`src/rtl/pc_unit.sv`:
```
// Fetch program-counter unit: holds the fetch PC and selects the next PC
// from sequential, branch, jump, jump-register, exception and ERET sources.
// A redirect that arrives while the front end is stalled is buffered and
// applied once the stall releases.
module pc_unit #(
    parameter int unsigned     WIDTH      = 32,
    parameter int unsigned     STEP       = 4,
    parameter int unsigned     ALIGN_BITS = 2,
    parameter logic [WIDTH-1:0] RESET_PC   = 32'h0000_3000,
    parameter logic [WIDTH-1:0] EXC_VECTOR = 32'h0000_4180,
    parameter logic [WIDTH-1:0] ADDR_LO    = 32'h0000_3000,
    parameter logic [WIDTH-1:0] ADDR_HI    = 32'h0000_6FFC
) (
    input  logic             clk,
    input  logic             reset,
    input  logic             stall,
    input  logic [1:0]       npc_op,
    input  logic             br_cond,
    input  logic [WIDTH-1:0] br_base,
    input  logic [15:0]      imm16,
    input  logic [25:0]      instr_index,
    input  logic [WIDTH-1:0] jr_target,
    input  logic             exc_req,
    input  logic             eret,
    input  logic [WIDTH-1:0] epc,
    output logic [WIDTH-1:0] pc,
    output logic [WIDTH-1:0] pc_plus_step,
    output logic [WIDTH-1:0] link_addr,
    output logic             redirect_pending,
    output logic             fetch_adel
);

    typedef enum logic [1:0] {
        NPC_SEQ = 2'b00,
        NPC_BR  = 2'b01,
        NPC_J   = 2'b10,
        NPC_JR  = 2'b11
    } npc_op_e;

    localparam logic [WIDTH-1:0] STEP_W     = WIDTH'(STEP);
    localparam logic [WIDTH-1:0] ALIGN_MASK = WIDTH'((64'd1 << ALIGN_BITS) - 64'd1);

    npc_op_e          op;
    logic [WIDTH-1:0] pc_q, pc_d;
    logic             pend_valid_q, pend_valid_d;
    logic [WIDTH-1:0] pend_target_q, pend_target_d;

    logic [WIDTH-1:0] base_seq;
    logic [WIDTH-1:0] imm_ext;
    logic [WIDTH-1:0] br_tgt;
    logic [WIDTH-1:0] j_tgt;
    logic             redir;
    logic [WIDTH-1:0] redir_tgt;

    assign op       = npc_op_e'(npc_op);
    assign base_seq = br_base + STEP_W;
    assign imm_ext  = {{(WIDTH-16){imm16[15]}}, imm16};
    assign br_tgt   = base_seq + (imm_ext << ALIGN_BITS);
    assign j_tgt    = {base_seq[WIDTH-1:28], instr_index, 2'b00};

    // Decode the redirect request and its target from the D-stage operation.
    always_comb begin
        redir     = 1'b0;
        redir_tgt = br_tgt;
        unique case (op)
            NPC_SEQ: redir = 1'b0;
            NPC_BR:  begin redir = br_cond; redir_tgt = br_tgt;    end
            NPC_J:   begin redir = 1'b1;    redir_tgt = j_tgt;     end
            NPC_JR:  begin redir = 1'b1;    redir_tgt = jr_target; end
            default: redir = 1'b0;
        endcase
    end

    // Next-PC and pending-buffer selection in priority order.
    always_comb begin
        pc_d          = pc_q + STEP_W;
        pend_valid_d  = pend_valid_q;
        pend_target_d = pend_target_q;
        if (exc_req) begin
            pc_d         = EXC_VECTOR;
            pend_valid_d = 1'b0;
        end else if (eret) begin
            pc_d         = epc;
            pend_valid_d = 1'b0;
        end else if (stall) begin
            pc_d = pc_q;
            if (redir) begin
                pend_valid_d  = 1'b1;
                pend_target_d = redir_tgt;
            end
        end else if (redir) begin
            pc_d         = redir_tgt;
            pend_valid_d = 1'b0;
        end else if (pend_valid_q) begin
            pc_d         = pend_target_q;
            pend_valid_d = 1'b0;
        end
    end

    // PC and pending-redirect registers; reset overrides all other inputs.
    always_ff @(posedge clk) begin
        if (reset) begin
            pc_q          <= RESET_PC;
            pend_valid_q  <= 1'b0;
            pend_target_q <= '0;
        end else begin
            pc_q          <= pc_d;
            pend_valid_q  <= pend_valid_d;
            pend_target_q <= pend_target_d;
        end
    end

    assign pc               = pc_q;
    assign pc_plus_step     = pc_q + STEP_W;
    assign link_addr        = br_base + (STEP_W << 1);
    assign redirect_pending = pend_valid_q;
    assign fetch_adel       = ((pc_q & ALIGN_MASK) != '0) || (pc_q < ADDR_LO) || (pc_q > ADDR_HI);

endmodule

```
`config.mk`:
```
export PLATFORM = sky130hd
export DESIGN_NAME = pc_unit
export DESIGN_NICKNAME = d
export VERILOG_FILES = /design/src/rtl/pc_unit.sv
export SDC_FILE = /design/constraint.sdc
export NUM_CORES = 1
export LEC_CHECK = 0
export BUFFER_PORTS_ARGS = -buffer_cell sky130_fd_sc_hd__buf_2
export CORE_ASPECT_RATIO = 0.6
export CORE_UTILIZATION = 52
export CTS_CLUSTER_DIAMETER = 200
export DETAILED_ROUTE_END_ITERATION = 10
export GPL_ROUTABILITY_DRIVEN = 0
export PLACE_DENSITY = 0.85
export RECOVER_POWER = 50
export SYNTH_ARGS = -nofsm -noshare
export SYNTH_HDL_FRONTEND = slang
export SYNTH_SLANG_ARGS = --single-unit
```
`constraint.sdc`:
```
create_clock -name clk -period 4.3 [get_ports clk]
set_input_delay 0.645 -clock clk [delete_from_list [all_inputs] [get_ports clk]]
set_output_delay 0.645 -clock clk [all_outputs]
set_load 0.1 [all_outputs]
```
==> impl_metrics.yaml <==
run_status:
  status: "finished with violations"
  violations: "capacitance limit, slew limit"
global_routing:
  grt_pass1_wl_um: 38900
  antenna_found_initial: 0
  gr-usage-all-layers_pct: 34.5
  grt_start_max_net_pins: 53
  gr-total-overflow: 0
  grt_pass1_vias: 7569
power_and_ir_drop:
  switching_share_pct: 43.4
  p_per_area_nw_per_um2: 300
  pwr-share-seq_pct: 25.5
  clkPwrFrac_pct: 31.5
  leakagePower_nw: 3.86
  power_switching_mw: 1.14
  p_int_mw: 1.48
  fin_total_pwr_mw: 2.62
  ir_worst_vdd_v: 0.000204
  p_comb_share_pct: 43.0
setup_path:
  path_max_fanout: 7
  reg2reg_depth: 10
  path_buf_inv: 1
  start_kind: "input port"
  worst_path_max_delay_cell: "a211oi_1"
  crit_path_end_kind: "flip-flop"
  path_class: "in -> reg"
  crit_chain: "buf_2 -> ha_1 -> nand2_1 -> nor3_2 -> nand2_1 -> nor2_1 -> xor2_1 -> ha_1 -> a21oi_1 -> o21ai_0 -> a211oi_1 -> a21oi_1 -> o31a_1 -> or3_1 -> a311oi_1 -> nor3_1"
  crit_family: "compound AO/OA/AOI/OAI gates"
  worstPathRequired_ns: 4.49
  cp_num_cells: 16
  critPathMaxStageDelay_ns: 0.37
  cp.arrival_ns: 4.21
timing:
  period_share_pct: 93.6
  hold_slack_ns: 0.459
  tightest_slew_ns: 2.29
  worst_clock_skew_ns: 0.00605
  clock.fmax_mhz: 249
  worst_slack_ns: 0.276
  rsz0062_at_grt: "no"
  slew_headroom_pct: -52.4
  setup_viol: 0
  hold_viol: 0
  slew_violations: 39
  fin_crit_ns: 4.02
  fin_setup_tns_ns: 0
clock_tree:
  clkTransAtPathRegs_ns: 0.06
  cts.path.max_buffers: 2
  cts_root_buf: "clkbuf_16"
  cts_tree: "built"
  post_cts_buffers: 0
  cts.htree.levels: 3
  ctsHoldBuffers: 0
  insertion_delay_ns: 0.34
  cts_buffers: 9
  clock_sinks: 65
  cts_resized: 0
routing:
  first_iter_violations: 963
  wl_per_cell_um: 18.4
  drc: 0
  firstDrtPassIters: 5
  routed_wl_um: 25000
  viasPerCell: 6.22
  ant_nets: 0
  num_vias: 8461
yosys:
  synth-edff-count: 0
  synthCells: 983
  synthXorXnorAreaFrac_pct: 13.1
  synthAdderAreaFrac_pct: 6.34
  synthesis.area_um2: 7220
  yosys.area_share.simple_pct: 25.2
  ys_seq_area_share_pct: 18.0
  yosys_warnings: 0
  ys_types: 78
  synth.area.top_cells: "dfxtp_1, xnor2_1, ha_1, nand2_1, nor2_1"
  synth_seq_cells: 65
  ys.flop_type: "dfxtp_1"
  syn_avg_cell_area_um2: 7.35
  synthArstFlopShare_pct: 0
  synth_fp_nets: 1165
  yosysTopAreaCell: "dfxtp_1"
  synth_compound_gate_area_share_pct: 24.3
  synth_mux_area_share_pct: 6.32
  synth_top_area_share_pct: 18.0
  synth_top_family_by_area: "simple AND/OR/NAND/NOR gates"
flow_run:
  max-cap-violations: 1
placed_design:
  placed_cell_area_um2: 8480
  numPortBuffers: 243
  dpl.hpwl_um: 19400
  pre_cts_slack_ns: 0.0326
  dp.cells: 1344
cells_and_area:
  final_area_um2: 8740
  instances_no_fill: 1360
  num_antenna_cells: 0
  area_delta_synth_final_pct: 20.9
  drive_above_1_share_pct: 21.9
  final_util_pct: 66.3
  nets: 1367
floorplan:
  pin_count: 244
  die_h_um: 93.3
  start_util_pct: 54.8
  die_area_um2: 14400
  fp.dieW_um: 154
  rows: 32
  core-area_um2: 13200
hold_path:
  holdPathStages: 2
  min_path_type: "reg -> reg"
worst min-delay path: stages, from the launching register on:
cell     delay, ns
dfxtp_1       0.30
nand2_1       0.05
a21oi_1       0.05
state kept, by name, indices dropped and copies added, names as in the netlist, named ones only:
| register | flops |
|---|---|
| pc | 30 |
| pend_target_q | 32 |
| redirect_pending | 1 |
layout make-up:
cell class                 count  area [um2]
fill                        1175        4440
multi-input combinational    830        5550
clock inverter                 4        75.1
timing repair buffer         258        1260
clock buffer                  12         256
tap                          170         213
inverter                      21        78.8
sequential                    65        1300
path summary, 6_finish.rpt:
kind                                 start                              to  slack, ns
min          pend_target_q[6]$_SDFFE_PP0P_   pend_target_q[6]$_SDFFE_PP0P_       0.46
min reg2reg  pend_target_q[6]$_SDFFE_PP0P_   pend_target_q[6]$_SDFFE_PP0P_       0.46
max reg2reg             pc[2]$_SDFFE_PP0P_             pc[30]$_SDFFE_PP0P_       1.53
max                             br_base[3]  pend_target_q[25]$_SDFFE_PP0P_       0.28
metal layers:
metal	track usage (%)	vias to the layer above	part of all wire (%)
met5	0	-	0
met1	47.4	3908	43
met4	7.92	0	1.9
li1	-	3955	-
met3	8.06	46	12
met2	54.5	552	44
power by group through the flow:
stage                     Clock, mW  Sequential (mW)  Combinational (mW)
after CTS                     0.817            0.667                1.12
after floorplan                   0            0.788               0.755
after global routing          0.850            0.672                1.19
after detailed placement          0            0.680                1.11
after global placement            0            0.679                1.10
final                         0.824            0.669                1.13
synthesized netlist by cell type, drive strengths merged (2+ instances only):
master	n
mux2	13
o221ai	3
o22ai	3
xnor2	61
xor2	46
nand4	22
nor2b	3
o31ai	3
nand2b	13
o2111ai	7
a21o	16
or3	13
a311o	2
and4	4
inv	21
o211ai	29
a32o	3
ha	35
o21a	4
a211oi	28
a2111oi	2
nor3	28
o211a	2
nor2	110
o311ai	2
nand2	117
a31oi	8
a311oi	8
and3	18
and2	7
o21bai	4
a32oi	2
o21ai	56
dfxtp	65
clkbuf	49
mux2i	31
a21oi	69
nand3	31
o31a	3
o2111a	2
buf	17
nor4	6
a211o	4
cells by family (layout without fill, tap and decap cells):
family,after synthesis,after routing
multiplexers,44,44
flip-flops,65,65
AO/OA/AOI/OAI,265,265
buffers and inverters,88,295
XOR/XNOR,107,107
AND/OR/NAND/NOR,378,378
adder cells (fa/ha/maj),36,36
layout by cell type (no fill, tap or decap), types with 4 or more instances in the layout:
cell type,instances
dfxtp_1,65
nand4_1,21
nand2b_1,13
buf_4,13
inv_1,20
o2111ai_1,7
a211oi_1,27
a21o_1,15
nand2_1,116
a31oi_1,8
nor3_1,23
clkbuf_16,9
a211o_1,4
clkbuf_1,63
xor2_1,46
nand3_1,31
xnor2_1,46
o21ai_0,56
o21bai_1,4
xnor2_2,15
mux2_2,13
nor4_1,5
and4_1,4
mux2i_1,31
or3_1,11
nor2_1,109
buf_2,181
o211ai_1,29
and3_1,18
ha_1,35
o21a_1,4
and2_1,4
a21oi_1,67
a311oi_1,8
Power figures use the tool's default switching activity.
